===== src/rtl/calc_pkg.sv =====
// Shared types for the calculator datapath: numbers with a sticky error
// flag, ALU operators and front-end command kinds.
package calc_pkg;

    localparam int NUM_W = 16;

    // A calculator value: magnitude plus an error flag that travels with it.
    typedef struct packed {
        logic             error;
        logic [NUM_W-1:0] value;
    } num_t;

    typedef enum logic [1:0] {
        OP_NONE,
        OP_ADD,
        OP_SUB,
        OP_MUL
    } op_t;

    typedef enum logic [1:0] {
        CMD_LOAD,
        CMD_APPLY,
        CMD_CLEAR
    } cmd_kind_t;

    localparam num_t NUM_ZERO = '0;

    // An APPLY reaches the ALU only from a clean accumulator with a real operator.
    function automatic logic apply_issues(num_t acc, op_t op);
        return !acc.error && (op != OP_NONE);
    endfunction

endpackage


===== src/rtl/calc_sequencer.sv =====
// Requester side of the ALU valid/ready interface. Owns the accumulator,
// turns keypad commands into ALU requests and writes results back.
module calc_sequencer
    import calc_pkg::*;
#(
    parameter int unsigned TIMEOUT_CYCLES = 255
) (
    input  logic      clk_i,
    input  logic      rst_i,
    input  cmd_kind_t cmd_kind_i,
    input  num_t      cmd_num_i,
    input  op_t       cmd_op_i,
    input  logic      cmd_valid_i,
    output logic      cmd_ready_o,
    output num_t      alu_left_o,
    output num_t      alu_right_o,
    output op_t       alu_op_o,
    output logic      alu_in_valid_o,
    input  logic      alu_in_ready_i,
    input  num_t      alu_result_i,
    input  logic      alu_out_valid_i,
    output logic      alu_out_ready_o,
    output num_t      acc_o,
    output logic      busy_o
);

    typedef enum logic [1:0] {
        S_IDLE,
        S_REQ,
        S_WAIT
    } state_t;

    // A zero timeout disables the check; keep the counter one bit wide then.
    localparam int TIMER_W = (TIMEOUT_CYCLES == 0) ? 1 : $clog2(TIMEOUT_CYCLES + 1);
    localparam logic [TIMER_W:0] TIMEOUT_VAL = (TIMER_W + 1)'(TIMEOUT_CYCLES);

    state_t             state_q, state_d;
    num_t               acc_q, acc_d;
    num_t               left_q, left_d;
    num_t               right_q, right_d;
    op_t                op_q, op_d;
    logic [TIMER_W-1:0] timer_q, timer_d;

    // Wait cycles elapsed including the current one; the extra MSB flags saturation.
    logic [TIMER_W:0]   timer_inc;
    logic               timeout_hit;

    assign timer_inc   = {1'b0, timer_q} + 1'b1;
    assign timeout_hit = (TIMEOUT_CYCLES != 0) && (timer_inc == TIMEOUT_VAL);

    // Next-state logic for the FSM, accumulator, operand latch and wait timer.
    always_comb begin
        // NOTE: every _d starts as its _q so no path through the case leaves a
        // signal unassigned; that is what keeps this block free of latches.
        state_d = state_q;
        acc_d   = acc_q;
        left_d  = left_q;
        right_d = right_q;
        op_d    = op_q;
        timer_d = timer_q;

        unique case (state_q)
            S_IDLE: begin
                if (cmd_valid_i) begin
                    case (cmd_kind_i)
                        CMD_LOAD:  acc_d = cmd_num_i;
                        CMD_CLEAR: acc_d = NUM_ZERO;
                        CMD_APPLY: begin
                            // Errored accumulator or OP_NONE: swallow the command silently.
                            if (apply_issues(acc_q, cmd_op_i)) begin
                                left_d  = acc_q;
                                right_d = cmd_num_i;
                                op_d    = cmd_op_i;
                                state_d = S_REQ;
                            end
                        end
                        default: ;  // unknown kind is consumed with no effect
                    endcase
                end
            end

            S_REQ: begin
                if (alu_in_ready_i) begin
                    timer_d = '0;
                    state_d = S_WAIT;
                end
            end

            S_WAIT: begin
                // A result arriving on the timeout cycle still wins.
                if (alu_out_valid_i) begin
                    acc_d   = alu_result_i;
                    state_d = S_IDLE;
                end else if (timeout_hit) begin
                    acc_d.error = 1'b1;
                    state_d     = S_IDLE;
                end else if (!timer_inc[TIMER_W]) begin
                    timer_d = timer_inc[TIMER_W-1:0];
                end
            end

            default: state_d = S_IDLE;
        endcase
    end

    // FSM state register.
    always_ff @(posedge clk_i or posedge rst_i) begin
        // NOTE: non-blocking assignments in clocked blocks so every register
        // samples the pre-edge value of every other register.
        if (rst_i) state_q <= S_IDLE;
        else       state_q <= state_d;
    end

    // Accumulator register (display value and sticky error).
    always_ff @(posedge clk_i or posedge rst_i) begin
        if (rst_i) acc_q <= NUM_ZERO;
        else       acc_q <= acc_d;
    end

    // Operand latch presented to the ALU; held stable through S_REQ and S_WAIT.
    always_ff @(posedge clk_i or posedge rst_i) begin
        if (rst_i) begin
            left_q  <= NUM_ZERO;
            right_q <= NUM_ZERO;
            op_q    <= OP_NONE;
        end else begin
            left_q  <= left_d;
            right_q <= right_d;
            op_q    <= op_d;
        end
    end

    // Wait-cycle timer for the result timeout.
    always_ff @(posedge clk_i or posedge rst_i) begin
        if (rst_i) timer_q <= '0;
        else       timer_q <= timer_d;
    end

    // Handshake and status outputs are pure decodes of the state register.
    assign cmd_ready_o     = (state_q == S_IDLE);
    assign alu_in_valid_o  = (state_q == S_REQ);
    assign alu_out_ready_o = (state_q == S_WAIT);
    assign busy_o          = (state_q != S_IDLE);
    assign alu_left_o      = left_q;
    assign alu_right_o     = right_q;
    assign alu_op_o        = op_q;
    assign acc_o           = acc_q;

endmodule

===== config.mk =====
export PLATFORM = sky130hd
export DESIGN_NAME = calc_sequencer
export DESIGN_NICKNAME = d
export VERILOG_FILES = /design/src/rtl/calc_pkg.sv /design/src/rtl/calc_sequencer.sv
export SDC_FILE = /design/constraint.sdc
export NUM_CORES = 1
export LEC_CHECK = 0
export BUFFER_PORTS_ARGS = -buffer_cell sky130_fd_sc_hd__buf_2
export CAP_MARGIN = 30
export CORE_ASPECT_RATIO = 1.4
export CORE_UTILIZATION = 45
export DETAILED_ROUTE_END_ITERATION = 8
export PLACE_DENSITY = 0.7
export SLEW_MARGIN = 20
export SYNTH_ARGS = -nofsm -noshare
export SYNTH_HDL_FRONTEND = slang
export SYNTH_SLANG_ARGS = --single-unit

===== constraint.sdc =====
create_clock -name clk_i -period 4.45 [get_ports clk_i]
set_input_delay 0.6675 -clock clk_i [delete_from_list [all_inputs] [get_ports clk_i]]
set_output_delay 0.6675 -clock clk_i [all_outputs]
set_load 0.01 [all_outputs]

==> summary.md, run 1 <==
| Metric | Value |
|---|---|
| # port buffers | 99 |
| CTS Sinks | between 60 and 70 |
| Postcts setup bufs | 0 |
| Crit Path Category | reg -> out |
| Maxcap violations | 0 |
| Largest net degree at the start of global routing | 46 |
| Fmax | roughly 0.43 GHz |
| Initial DRC count | around 110 |
| Net count reported at finish | ~380 |
| Total gr overflow | 0 |
| Placed wire-length estimate | between 4 and 5 mm |
| Worst hold margin | ~320 ps |
| Routed WL per cell | between 15 and 20 µm |
| Routability cong. | between 0.8 and 0.9 |
| CTS Buf Count | 9 |
| Core area | roughly 6000 µm² |
| Area of the multi-input gates | roughly 1200 µm² |
| Fillers | between 500 and 600 |
| Biggest area consumer among synthesized cells | dfrtp_1 |
| Worst min-delay path class | in -> async |
| RSZ-0062 raised after global routing | false |
| Critical Path AT | about 1700 ps |
| Number of synthesized register bits | 63 |
| Post-synth top flop | dfrtp_1 |
| Fraction of registers with async set/reset | 100.0% |
| Clk_lat worst skew | roughly 330 ps |
| Fraction of layout cells with a size suffix above 1 | 48.36% |
| Vias per inst | about 5.3 |
| First-pass GRT wire length | 9.839 mm |
| Yosys cell types | 36 |
| CTS tree | done |
| Number of flops mapped to enable cells by yosys | 0 |
| Top cell type's share of synthesized area | a little under three fifths |
| Post-route ant nets | 0 |
| Slew Limit Headroom | around 54% |
| Chip height | ~96 µm |
| Num rows | 33 |
| Hold-fix buffers, CTS | 0 |
| Worst vdd ir | 318.9 µV |
| Most numerous cell in the Yosys netlist | dfrtp_1 |
| Vias in the first global route | 1,995 |
| Drt first pass iters | 4 |
| Tmin final | around 2300 ps |
| Top post-synthesis cells by area | dfrtp_1, mux2_4, a22oi_1 |
| Die W | approximately 69 µm |
| Vias | 2,152 |
| Final Max Tran Viols | 0 |
| Max Root-Sink Buffers | 2 |
| Mean Syn Cell Area | approximately 13 µm² |
| Initial Util | 47.63% |
| Final Hold Vio Count | 0 |
| Synth Instances | 228 |
| Worst-Margin Slew | roughly 700 ps |
| CTS resizes | 0 |
| Clock transition at path regs | around 60 ps |
| H-tree Lvls | 3 |
| Tcrit/Tclk final | between 50% and 60% |
| Initial antenna violation count | 0 |
| Commonest cells post-synth | dfrtp_1, mux2_4, nor2_1 |
| Synth warnings | 0 |
| Register Area | between 1500 and 2000 µm² |
| Crit-path max FO | 25 |
| N_diodes | 0 |
| Worst-path cell chain | nand2b_1 > inv_2 > buf_2 |
| WL final | about 6.2 mm |
| Die area | 6663 µm² |
| Synth Cell Area | ~2900 µm² |
| Area delta synth->final | 25.36% |
| CP Capture Type | output pin |
| Power per cell area | approximately 600 nW/µm² |
| Clock skew | 7.236 ps |
| Critical path's slowest cell | inv_2 |
| CP startpoint kind | flop |
| Worst path max stage delay | roughly 430 ps |
| Setup TNS | 0 ps |
| Final Setup Violations | 0 |
| # IOs | 100 |
| P_leak | roughly 0.0018 µW |
| DRC | 0 |
| GRT Util Overall | between 10% and 20% |
| Clock Root Buffer | clkbuf_8 |
| Status | complete, no violations |
| Seq/Total Area, Yosys | a little under three fifths |
| Mapped Nets | around 270 |
| WP data required | 3780 ps |
[through the flow]
step	cells	setup WS, ps	utilization [%]	power, µW	area (µm²)
after floorplan	228	2213	-	1423	2851
after global placement	390	2260	56.68	1727	3393
after detailed placement	391	2202	56.93	1754	3408
after CTS	404	2104	59.46	2161	3560
after global routing	405	2022	59.71	2279	3575
final	405	2136	59.71	2138	3575
[kinds of logic (layout without fill, tap and decap cells)]
group	after synthesis	in the layout	share of synthesized area, %
AOI/OAI and AO/OA	56	56	12.68
xor gates and xnor gates	2	2	0.6144
adders and majority gates	2	2	0.8774
buffers and inverters	22	129	3.905
DFF	63	63	55.29
muxes	36	36	18.03
and+or+nand+nor	47	47	8.600
[worst max-delay path, delay by kind of cell (launching register included)]
family,cells,cell delay (ps)
AND/OR/NAND/NOR,1,260
buffers and inverters,2,650
flip-flops,1,410
[final cells by class]
class                      count  area share, %
sequential                    63          44.10
multi-input combinational    143          32.62
timing repair buffer         104          15.33
clock buffer                  11          3.955
tap                           70          2.450
inverter                      12          1.260
clock inverter                 2         0.2800
[power breakdown]
group	switching, µW	total, µW	internal, µW
registers	153	965	811
logic	355	773	418
clock network	194	400	206
[flip-flops by register name (all words and copies together) (netlist names)]
signal	count
acc_o	17
alu_right_o	17
alu_op_o	2
alu_left_o	17
state_q	2
timer_q	8
[path summary, 6_finish.rpt]
check,slack [ps],to,depth (start not counted),from
min in group clk_i,490,alu_left_o[16],1,alu_left_o[16]
max in group asynchronous,3250,acc_o[11],3,rst_i
worst max-delay path,2140,alu_out_ready_o,3,state_q[0]
worst min register to register,490,alu_left_o[16],1,alu_left_o[16]
worst min-delay path,320,alu_right_o[3],2,rst_i
worst max register to register,2480,timer_q[1],6,timer_q[0]
[cells in the final DEF, fill, tap and decap left out, types with 4 or more instances in the layout]
cell type / instances
mux2_2: 7
a22oi_1: 16
dfrtp_1: 63
inv_1: 10
nand2_1: 5
nor2b_1: 4
a31oi_1: 5
o21ai_0: 7
clkbuf_8: 10
nor2_1: 19
a21oi_1: 17
mux2_4: 29
buf_2: 99
[metal layers]
layer | track usage (%) | share of wire (%)
met5 | 0 | 0
met2 | 31.80 | 49
met4 | 8.333 | 1.6
met1 | 24.69 | 43
met3 | 5.759 | 6.4
(Power assumes the default switching activity.)
==> run 2: changes to the inputs <==
- PLACE_DENSITY: 0.7 -> 0.73
- clock period: 4.45 -> 1.9 ns (I/O delays scaled with it)
==> summary.md, run 2 (synthesized netlist as in run 1, its figures left out) <==
| Metric | Value |
|---|---|
| Status | complete, no violations (unchanged) |
| Pint | 3572 µW (was 1435 µW) |
| Crit Path Category | reg -> reg (was reg -> out) |
| Clock skew | 6.621 ps (was 7.236 ps) |
| Initial DRC count | 119 (was 108) |
| Fraction of layout cells with a size suffix above 1 | 49.85% (was 48.36%) |
| Crit-path max FO | 7 (was 25) |
| Initial antenna violation count | 1 (was 0) |
| GRT Util Overall | 19.41% (was 19.65%) |
| Worst vdd ir | 803.7 µV (was 318.9 µV) |
| Routed WL per cell | 15.63 µm (was 15.27 µm) |
| Chip height | 96.19 µm (unchanged) |
| P_leak | 0.001823 µW (was 0.001774 µW) |
| Tmin final | around 1800 ps |
| # port buffers | 99 (unchanged) |
| WL final | 6.424 mm (was 6.184 mm) |
| Clk_lat worst skew | 330 ps (about the same) |
| Total gr overflow | 0 (unchanged) |
| WP data required | 2140 ps (was 3780 ps) |
| CP Buf/Inv Count | 2 (unchanged) |
| Sw Ratio | 32.69% (was 32.86%) |
| CTS Sinks | 63 (unchanged) |
| Post-Layout Cell Count | 411 (was 405) |
| Setup TNS | 0 ps (unchanged) |
| DRC | 0 (unchanged) |
| Most common cell after layout, fill and taps aside | buf_2 (unchanged) |
| Postcts setup bufs | 0 (unchanged) |
| CTS Buf Count | 9 (unchanged) |
| Met2 usage | 31.88% (was 31.80%) |
| Final Setup Violations | 0 (unchanged) |
| CP startpoint kind | flop (unchanged) |
| N_diodes | 0 (unchanged) |
| Worst path max stage delay | 420 ps (was 430 ps) |
| Die area | 6663 µm² (unchanged) |
| Maxcap violations | 0 (unchanged) |
| Worst-path cell chain | inv_1 > ha_1 > nand4_1 > or3_4 > nor2_4 > o21ai_2 > buf_4 > o21ai_0 (was nand2b_1 > inv_2 > buf_2) |
| Busiest grt layer | met2 (unchanged) |
| Combinational share of power | 35.0% (was 36.2%) |
| Vias | 2,179 (was 2,152) |
| Net Switching | 1735 µW (was 702.5 µW) |
| Tcrit/Tclk final | 96.86% |
| Max Root-Sink Buffers | 2 (unchanged) |
| Slew Limit Headroom | 70.39% (was 53.77%) |
| Placed insts | 394 (was 391) |
| Clock transition at path regs | 70 ps (was 60 ps) |
| Initial Util | 47.63% (unchanged) |
| Die W | 69.28 µm (unchanged) |
| Worst-Margin Slew | 443.4 ps (was 692.7 ps) |
| First-pass GRT wire length | 9.977 mm (was 9.839 mm) |
| H-tree Lvls | 3 (unchanged) |
| Clock Root Buffer | clkbuf_8 (unchanged) |
| Net count reported at finish | 381 (was 378) |
| Most frequent cells in the layout | buf_2, dfrtp_1, mux2_4 (unchanged) |
| Vias in the first global route | 2,096 (was 1,995) |
| Critical path's slowest cell | dfrtp_1 (was inv_2) |
| Seq pwr share | 42.5% (was 45.1%) |
| Fillers | 493 (was 522) |
| Met3 usage | 6.073% (was 5.759%) |
| Clock power frac | 22.5% (was 18.7%) |
| Routability cong. | 0.7966 (was 0.8362) |
| CP Capture Type | flop (was output pin) |
| Num rows | 33 (unchanged) |
| Final Max Tran Viols | 0 (unchanged) |
| Area delta synth->final | 29.88% (was 25.36%) |
| Post-route ant nets | 0 (unchanged) |
| Critical Path AT | 2080 ps (was 1650 ps) |
| Largest net degree at the start of global routing | 37 (was 46) |
| Met1 Usage GRT | 24.34% (was 24.69%) |
| Worst min-delay path class | in -> reg (was in -> async) |
| Fmax | approximately 0.54 GHz |
| Delay-heaviest family, CP | simple AND/OR/NAND/NOR gates (was buffers and inverters) |
| Power per cell area | 1433 nW/µm² (was 598.0 nW/µm²) |
| Final Hold Vio Count | 0 (unchanged) |
| CTS tree | done (unchanged) |
| Placed wire-length estimate | 4.456 mm (was 4.477 mm) |
| # IOs | 100 (unchanged) |
| Drt first pass iters | 5 (was 4) |
| Core area | 5987 µm² (unchanged) |
| Vias per inst | 5.302 (was 5.314) |
-- run 2: metrics by stage --
stage | total power [µW] | hold WS, ps | setup WS, ps | util (%) | cell area [µm²]
3_5_place_dp | 4136 | 311.5 | -7.366 | 58.01 | 3473
6_report | 5307 | 193.4 | 59.64 | 61.86 | 3704
5_1_grt | 5614 | 179.3 | -30.28 | 61.86 | 3704
2_1_floorplan | 3333 | 424.5 | 45.25 | - | 2851
3_3_place_gp | 4072 | 309.8 | 92.64 | 58.01 | 3473
4_1_cts | 5349 | 184.0 | 4.310 | 61.65 | 3691
-- run 2: final timing paths --
check                          startpoint               to  slack (ps)  depth (start not counted)
hold / removal               cmd_num_i[1]   alu_right_o[1]         190                          2
setup / recovery               timer_q[0]       timer_q[4]          60                          8
max in group asynchronous           rst_i   alu_left_o[10]         780                          4
hold reg to reg            alu_left_o[16]   alu_left_o[16]         500                          1
setup reg to reg               timer_q[0]       timer_q[4]          60                          8
min in group asynchronous           rst_i  alu_right_o[15]         490                          3
-- run 2: layout make-up --
type                    instances  area, µm²  area share [%]
clock inverters                 5      56.30           1.520
multi-input cells             143       1179           31.82
flip-flops and latches         63       1577           42.57
clock buffers                  11      151.4           4.088
well taps                      70      87.58           2.365
inverters                      12      45.04           1.216
repair buffers                107      608.1           16.42
-- run 2: timing repair --
item | CTS | global route
endpoints found under the setup margin | 0 | 9
hold buffers | 1 | 0
resized for setup | 0 | 4
hold endpoints to repair | 18 | 0
-- run 2: per-layer routing --
| metal | vias up | part of all wire [%] | routed length, µm |
|---|---|---|---|
| li1 | 1031 | - | - |
| met1 | 1065 | 43 | 2791 |
| met2 | 74 | 50 | 3184 |
| met3 | 7 | 5.8 | 370 |
| met4 | 2 | 1.0 | 66 |
| met5 | - | 0.17 | 11 |
-- run 2: power by group through the flow --
stage,Sequential (µW),Clock [µW],Combinational [µW]
global placement,2240,0,1830
CTS,2250,1220,1880
finish,2260,1200,1860
floorplan,2480,0,850
detailed placement,2260,0,1870
global route,2330,1280,2000
==> run 3: changes to the inputs <==
- PLACE_DENSITY: 0.73 -> 0.76
==> summary.md, run 3 (synthesized netlist as in run 1, its figures left out) <==
| Metric | Value |
|---|---|
| Placed wire-length estimate | 4.448 mm (was 4.456 mm) |
| Total gr overflow | 0 (unchanged) |
| Tcrit/Tclk final | 96.82% (was 96.86%) |
| Postcts setup bufs | 0 (unchanged) |
| N_diodes | 0 (unchanged) |
| CTS tree | done (unchanged) |
| Clock Root Buffer | clkbuf_8 (unchanged) |
| Net count reported at finish | 382 (was 381) |
| Area delta synth->final | 30.76% (was 29.88%) |
| Tmin final | 1840 ps (about the same) |
| Initial Util | 47.63% (unchanged) |
| P_leak | 0.001844 µW (was 0.001823 µW) |
| Worst hold margin | 14.59 ps (was 193.4 ps) |
| Crit Reg-Reg Startpoint | timer_q[0] (unchanged) |
| Drt first pass iters | 4 (was 5) |
| First-pass GRT wire length | 10.30 mm (was 9.977 mm) |
| Core area | 5987 µm² (unchanged) |
| CP startpoint kind | flop (unchanged) |
| Routed WL per cell | 15.69 µm (was 15.63 µm) |
| GRT Util Overall | 20.50% (was 19.41%) |
| Fraction of layout cells with a size suffix above 1 | 50.58% (was 49.85%) |
| # port buffers | 99 (unchanged) |
| Worst-Margin Slew | 423.8 ps (was 443.4 ps) |
| WP data required | 2120 ps (was 2140 ps) |
| Die W | 69.28 µm (unchanged) |
| Final Max Tran Viols | 0 (unchanged) |
| Clock skew | 8.832 ps (was 6.621 ps) |
| Max Root-Sink Buffers | 2 (unchanged) |
| Most common cell after layout, fill and taps aside | buf_2 (unchanged) |
| R2r setup slk | 60 ps (about the same) |
| Clock power frac | 25.6% (was 22.5%) |
| Vias in the first global route | 2,137 (was 2,096) |
| Crit-path max FO | 5 (was 7) |
| Most frequent cells in the layout | buf_2, dfrtp_1, mux2_4 (unchanged) |
| Final Hold Vio Count | 0 (unchanged) |
| H-tree Lvls | 3 (unchanged) |
| Combinational share of power | 33.5% (was 35.0%) |
| Status | complete, no violations (unchanged) |
| Setup ws final | 60.42 ps (was 59.64 ps) |
| Slew Limit Headroom | 71.75% (was 70.39%) |
| Critical Path AT | 2060 ps (was 2080 ps) |
| Vias per inst | 5.333 (was 5.302) |
| Seq pwr share | 40.9% (was 42.5%) |
| CP Capture Type | flop (unchanged) |
| Pre-CTS WS | 85.58 ps (was -7.366 ps) |
| Clk_lat worst skew | 340 ps (was 330 ps) |
| WL final | 6.463 mm (was 6.424 mm) |
| CTS Sinks | 63 (unchanged) |
| Chip height | 96.19 µm (unchanged) |
| Initial antenna violation count | 0 (was 1) |
| Clock transition at path regs | 70 ps (about the same) |
| # IOs | 100 (unchanged) |
| Fillers | 477 (was 493) |
| Net Switching | 1746 µW (was 1735 µW) |
| Vias | 2,197 (was 2,179) |
| Crit Path Category | reg -> reg (unchanged) |
| Power per cell area | 1478 nW/µm² (was 1433 nW/µm²) |
| Worst vdd ir | 791.5 µV (was 803.7 µV) |
| Initial DRC count | 106 (was 119) |
| Post-route ant nets | 0 (unchanged) |
| Routability cong. | 0.8519 (was 0.7966) |
| Pint | 3767 µW (was 3572 µW) |
| DRC | 0 (unchanged) |
| Reg2reg path depth | 7 (was 8) |
| Die area | 6663 µm² (unchanged) |
| Maxcap violations | 0 (unchanged) |
| Hold-fix buffers, CTS | 0 (was 1) |
| Num rows | 33 (unchanged) |
| Sw Ratio | 31.67% (was 32.69%) |
| Worst min-delay path class | in -> async (was in -> reg) |
| CTS Buf Count | 9 (unchanged) |
| R2r endpoint | timer_q[1] (was timer_q[4]) |
| Fmax | 0.5436 GHz (was 0.5434 GHz) |
| Final Setup Violations | 0 (unchanged) |
| Largest net degree at the start of global routing | 36 (was 37) |
-- run 3: changes by cell type in the layout (fill, tap and decap cells not counted), moves of 2 or more --
cell | previous run | this run
clkinv_4 | 1 | 3
clkbuf_8 | 11 | 9
bufinv_16 | 1 | 3
buf_12 | 4 | 2
buf_4 | 3 | 6
-- run 3: how the worst max path moves through the flow --
stage,from,endpoint,slack [ps]
2_1_floorplan,rst_i,acc_o[0],50
3_3_place_gp,timer_q[0],timer_q[1],160
3_5_place_dp,timer_q[0],timer_q[1],90
4_1_cts,state_q[0],alu_out_ready_o,9
5_1_grt,timer_q[0],timer_q[5],-50
6_report,timer_q[0],timer_q[1],60
-- run 3: per-stage QoR --
step | util [%] | power [µW] | instances | setup TNS (ps) | instance area [µm²]
final | 62.28 | 5513 | 412 | 0 | 3729
after global routing | 62.28 | 5865 | 412 | -277.1 | 3729
after CTS | 62.01 | 5579 | 412 | 0 | 3712
after detailed placement | 57.85 | 4127 | 396 | 0 | 3463
after global placement | 57.85 | 4067 | 396 | 0 | 3463
after floorplan | - | 3333 | 228 | 0 | 2851
-- run 3: critical path, cell delays in order (launching register included) --
cell and delay (ps):
dfrtp_1 430, inv_2 70, ha_1 160, nand4_1 120, or3_4 420, nor2_4 140
o21ai_2 90, mux2_4 300
-- run 3: final cells by class --
cell class | instances | area, µm² | area share [%]
clock buffers | 9 | 123.9 | 3.322
multi-input cells | 143 | 1179 | 31.61
flip-flops and latches | 63 | 1577 | 42.28
repair buffers | 108 | 595.6 | 15.97
clock inverters | 7 | 121.4 | 3.255
well taps | 70 | 87.58 | 2.349
inverters | 12 | 45.04 | 1.208
-- run 3: repair_timing --
| action | CTS | global route |
|---|---|---|
| setup endpoints to repair | 1 | 11 |
| hold endpoints to repair | 0 | 0 |
| gates resized for setup | 1 | 6 |
| cloned | 0 | 0 |
-- run 3: routing by layer --
layer  up-vias  track usage [%]  wire length, µm
met3        12            6.702              413
li1       1036                -                -
met4         0            11.05              132
met5         -                0                0
met2        80            33.25             3266
met1      1069            24.29             2650
-- run 3: power by group through the flow --
stage / Clock (µW) / Sequential [µW] / Combinational (µW)
floorplan: 0 / 2480 / 850
global placement: 0 / 2240 / 1820
detailed placement: 0 / 2270 / 1860
CTS: 1450 / 2260 / 1870
global route: 1520 / 2340 / 2010
finish: 1410 / 2260 / 1840
